[config.mk]
export PLATFORM = sky130hd
export DESIGN_NAME = stream_demux_1to2
export DESIGN_NICKNAME = d
export VERILOG_FILES = /design/src/rtl/stream_demux_1to2.sv
export SDC_FILE = /design/constraint.sdc
export NUM_CORES = 1
export LEC_CHECK = 0
export ABC_CLOCK_PERIOD_IN_PS = 1500
export CAP_MARGIN = 20
export CELL_PAD_IN_SITES_DETAIL_PLACEMENT = 1
export CELL_PAD_IN_SITES_GLOBAL_PLACEMENT = 2
export CORE_MARGIN = 4
export CORE_UTILIZATION = 28
export CTS_BUF_LIST = sky130_fd_sc_hd__clkbuf_4 sky130_fd_sc_hd__clkbuf_8
export CTS_CLUSTER_SIZE = 16
export DETAILED_ROUTE_END_ITERATION = 10
export GPL_TIMING_DRIVEN = 0
export PLACE_DENSITY_LB_ADDON = 0.3
export SLEW_MARGIN = 40
export SYNTH_ARGS = -nofsm -noshare
export SYNTH_HDL_FRONTEND = slang
export SYNTH_SLANG_ARGS = --single-unit
[constraint.sdc]
create_clock -name clk -period 1.5 [get_ports clk]
set_clock_uncertainty 0.2 [all_clocks]
set_input_delay 0.3 -clock clk [delete_from_list [all_inputs] [get_ports clk]]
set_output_delay 0.3 -clock clk [all_outputs]
set_load 0.03 [all_outputs]
[src/rtl/stream_demux_1to2.sv]
// rtl/stream_demux_1to2.sv - 1-to-2 registered stream demultiplexer with per-port holding registers
module stream_demux_1to2 #(
    parameter int DATA_W = 32,
    parameter int CNT_W  = 16
) (
    input  logic              clk,
    input  logic              rst_n,
    input  logic              flush,
    input  logic [DATA_W-1:0] in_data,
    input  logic              in_sel,
    input  logic              in_valid,
    output logic              in_ready,
    output logic [DATA_W-1:0] out0_data,
    output logic              out0_valid,
    input  logic              out0_ready,
    output logic [DATA_W-1:0] out1_data,
    output logic              out1_valid,
    input  logic              out1_ready,
    output logic [CNT_W-1:0]  cnt0,
    output logic [CNT_W-1:0]  cnt1
);

    logic              full0_q, full0_d;
    logic              full1_q, full1_d;
    logic [DATA_W-1:0] data0_q, data0_d;
    logic [DATA_W-1:0] data1_q, data1_d;
    logic [CNT_W-1:0]  cnt0_q, cnt0_d;
    logic [CNT_W-1:0]  cnt1_q, cnt1_d;

    logic acc;
    logic acc0;
    logic acc1;
    logic drain0;
    logic drain1;

    always_comb begin
        drain0 = full0_q & out0_ready;
        drain1 = full1_q & out1_ready;
        // A full port still accepts when its consumer drains in the same cycle.
        if (in_sel) begin
            in_ready = ~flush & (~full1_q | out1_ready);
        end else begin
            in_ready = ~flush & (~full0_q | out0_ready);
        end
        acc  = in_valid & in_ready;
        acc0 = acc & ~in_sel;
        acc1 = acc & in_sel;
    end

    always_comb begin
        full0_d = full0_q;
        full1_d = full1_q;
        data0_d = data0_q;
        data1_d = data1_q;
        cnt0_d  = cnt0_q;
        cnt1_d  = cnt1_q;

        if (flush) begin
            full0_d = 1'b0;
        end else if (acc0) begin
            full0_d = 1'b1;
        end else if (drain0) begin
            full0_d = 1'b0;
        end

        if (flush) begin
            full1_d = 1'b0;
        end else if (acc1) begin
            full1_d = 1'b1;
        end else if (drain1) begin
            full1_d = 1'b0;
        end

        if (acc0) begin
            data0_d = in_data;
        end
        if (acc1) begin
            data1_d = in_data;
        end

        // Drains during a flush cycle still count: the consumer took the data.
        if (drain0) begin
            cnt0_d = cnt0_q + 1'b1;
        end
        if (drain1) begin
            cnt1_d = cnt1_q + 1'b1;
        end
    end

    always_ff @(posedge clk or negedge rst_n) begin
        if (!rst_n) begin
            full0_q <= 1'b0;
            full1_q <= 1'b0;
            data0_q <= '0;
            data1_q <= '0;
            cnt0_q  <= '0;
            cnt1_q  <= '0;
        end else begin
            full0_q <= full0_d;
            full1_q <= full1_d;
            data0_q <= data0_d;
            data1_q <= data1_d;
            cnt0_q  <= cnt0_d;
            cnt1_q  <= cnt1_d;
        end
    end

    assign out0_valid = full0_q;
    assign out1_valid = full1_q;
    assign out0_data  = data0_q;
    assign out1_data  = data1_q;
    assign cnt0       = cnt0_q;
    assign cnt1       = cnt1_q;

endmodule

==> flow_summary_export.csv <==
group,metric,value,unit
outcome,run_status,"complete, but fails checks",
outcome,failed_checks,"setup timing",
cells_and_area,area_growth_syn_to_layout,66.2,%
pwr,p_per_area,1250,nW/µm²
floorplan,boundaryPins,138,
synthesis,synth-seq-area-share,61.4,%
route,drcViolationCount,0,
floorplan,die_w,127,µm
synthesis,yosys_warnings,0,
placed_design,place_hpwl,7310,µm
placed_design,place_congestion,0.695,
grt,grtUsageTotal,14.4,%
grt,grt_max_degree,63,
synthesis,ys.flop_type,"dfrtp_1",
job,drv_cap,0,
clock_tree,insertion_delay,0.36,ns
timing,finalSetupTns,-7.82,ns
clock_tree,cts.sink_count,98,
synthesis,synthesis.area,4000,µm²
route,vias,2966,
worst_setup_path,critPathMaxFanout,3,
clock_tree,cts.path.max_buffers,2,
placed_design,dpl_cell_area,5700,µm²
clock_tree,clock-root-buffer,"clkbuf_8",
cells_and_area,fillers,1448,
route,vias_per_cell,4.42,
route,drt_pass1_iterations,2,
grt,grt_pass1_vias,3301,
placed_design,place_ws,-0.962,ns
timing,holdWs,0.196,ns
timing,finalCritPeriodShare,116,%
floorplan,coreArea,13900,µm²
timing,slew_headroom,78.1,%
grt,grt_pass1_wl,18300,µm
timing,final-hold-violation-count,0,
worst_setup_path,start_kind,"register",
floorplan,dieArea,16200,µm²
synthesis,synth_seq_cells,98,
timing,final-setup-viol-count,75,
synthesis,synthesis.area_per_instance,15.2,µm²
pwr,power,8.33,mW
worst_hold_path,hold_class,"primary input to async pin",
clock_tree,cts_buffers,9,
placed_design,port_buffers,137,
floorplan,start_util,28.7,%
worst_setup_path,path_class,"register to primary output",
cells_and_area,finalInstanceArea,6640,µm²
cells_and_area,drive_gt1_share,64.7,%
synthesis,ys_async_sr_fraction,100,%
worst_setup_path,worst_ep_arrival_time,1.23,ns
clock_tree,path_clk_slew,0.10,ns
synthesis,synth_fp_nets,304,
route,wl_per_cell,16.9,µm
synthesis,syn-instance-count,263,
timing,worst_slack,-0.234,ns
route,drt_iter0_markers,59,
pwr,peakVddDrop,0.627,mV
clock_tree,cts_tree,"yes",
cells_and_area,seq_area,2480,µm²
grt,antenna_found_initial,3,
route,ant_nets,0,
cells_and_area,multi_input_area,1760,µm²
pwr,power.leakage,3.20,nW
worst_setup_path,reg2reg_slack,-0.22,ns
timing,fin_crit,1.73,ns
clock_tree,ctsHtreeMaxLevel,3,
timing,worst_pin_slew,0.328,ns
worst_setup_path,end_kind,"primary output",
timing,grt_setup_unrepaired,"true",
route,routed_wl,11400,µm
cells_and_area,nets,526,
floorplan,die_h,127,µm
timing,max_freq,577,MHz
worst_setup_path,crit_required,1.00,ns
synthesis,synth_edf_count,0,
grt,grt_overflow,0,
synthesis,synth_cell_types,29,
timing,finalMaxSlewViolations,0,
floorplan,row_count,43,
## layer usage
metal | global-route usage, % | vias up | wire length (µm)
met1 | 17.6 | 1512 | 4670
met2 | 23.8 | 76 | 5770
met5 | 0 | - | 26
met3 | 4.43 | 14 | 700
met4 | 5.49 | 4 | 189
li1 | - | 1360 | -
## synth_stat cells (2+ instances only)
cell type / count / share of area [%]
dfrtp_1: 98 / 61
and3_1: 4 / 0.63
nand2b_1: 2 / 0.31
nand4_1: 8 / 1.3
and2_1: 3 / 0.47
nand2_1: 12 / 1.1
inv_1: 2 / 0.19
nand3_1: 9 / 1.1
mux2_1: 6 / 1.7
xnor2_1: 23 / 5.0
mux2_4: 29 / 11
buf_6: 4 / 1.1
xor2_1: 7 / 1.5
buf_2: 3 / 0.38
mux2_2: 31 / 8.7
ha_1: 2 / 0.63
nor2_1: 8 / 0.75
## cells in the final DEF, fill, tap and decap left out, drive strengths merged, types with 2 or more instances in the layout
cell / instances
dfrtp: 98
nor2: 8
nand2: 12
clkinv: 4
nor3: 2
nand3: 9
mux2: 66
nand4: 9
dlymetal6s2s: 2
nor4: 2
xor2: 7
clkbuf: 23
nand2b: 2
buf: 167
dlygate4sd2: 3
inv: 3
and3: 4
xnor2: 23
ha: 2
and2: 3
clkdlybuf4s50: 32
## cell type report
cell class / instances / share of cell area, %
Sequential cell: 98 / 37.3
Timing Repair Buffer: 214 / 28.5
Multi-Input combinational cell: 156 / 26.5
Tap cell: 180 / 3.39
Clock buffer: 10 / 1.98
Buffer: 4 / 1.21
Clock inverter: 6 / 0.999
Inverter: 2 / 0.113
Antenna cell: 1 / 0.0377
## per-stage QoR
step                cells  util (%)
floorplan             263         -
global placement      580      40.6
detailed placement    581      40.9
CTS                   650      45.3
global route          671      47.7
finish                671      47.7
## power breakdown
part	total [mW]	internal [mW]	switching (mW)	leakage, nW
clock	1.77	0.798	0.974	0.104
combinational	3.04	1.45	1.59	1.91
sequential	3.52	3.12	0.395	1.19
## worst max-delay path: stages, from the launching register on
cell,delay [ns]
dfrtp_2,0.44
nand2b_4,0.10
mux2i_1,0.08
nor2_2,0.10
buf_6,0.14
## what timing repair did
action | in CTS | in global routing
pin swaps | 13 | 25
hold buffers | 1 | 0
setup endpoints to repair | 180 | 138
cloned | 6 | 0
buffers inserted | 46 | 30
endpoints found under the hold margin | 98 | 0
resized for setup | 601 | 97
## kinds of logic (layout without fill, tap and decap cells)
family,Yosys count,count (layout),share of synthesized area (%)
muxes,67,67,21.6
adders and majority gates,2,2,0.626
DFF,98,98,61.4
and+or+nand+nor,55,55,7.86
xor gates and xnor gates,30,30,6.57
other,0,1,0
buffers and inverters,9,236,1.69
AOI/OAI and AO/OA,2,2,0.313
## worst paths after layout
path,start,endpoint,cells after the start
max,out1_valid,in_ready,4
max reg2reg,out1_valid,out1_data[2],6
min reg2reg,out0_data[18],out0_data[18],1
min in group clk,flush,out1_valid,2
min,rst_n,cnt0[12],2
max in group asynchronous,rst_n,cnt1[1],3
## registers in the layout (all words and copies together), names as in the netlist
signal / count
out1_valid: 1
out0_data: 32
cnt1: 16
cnt0: 16
out1_data: 32
out0_valid: 1
Power figures use the tool's default switching activity.
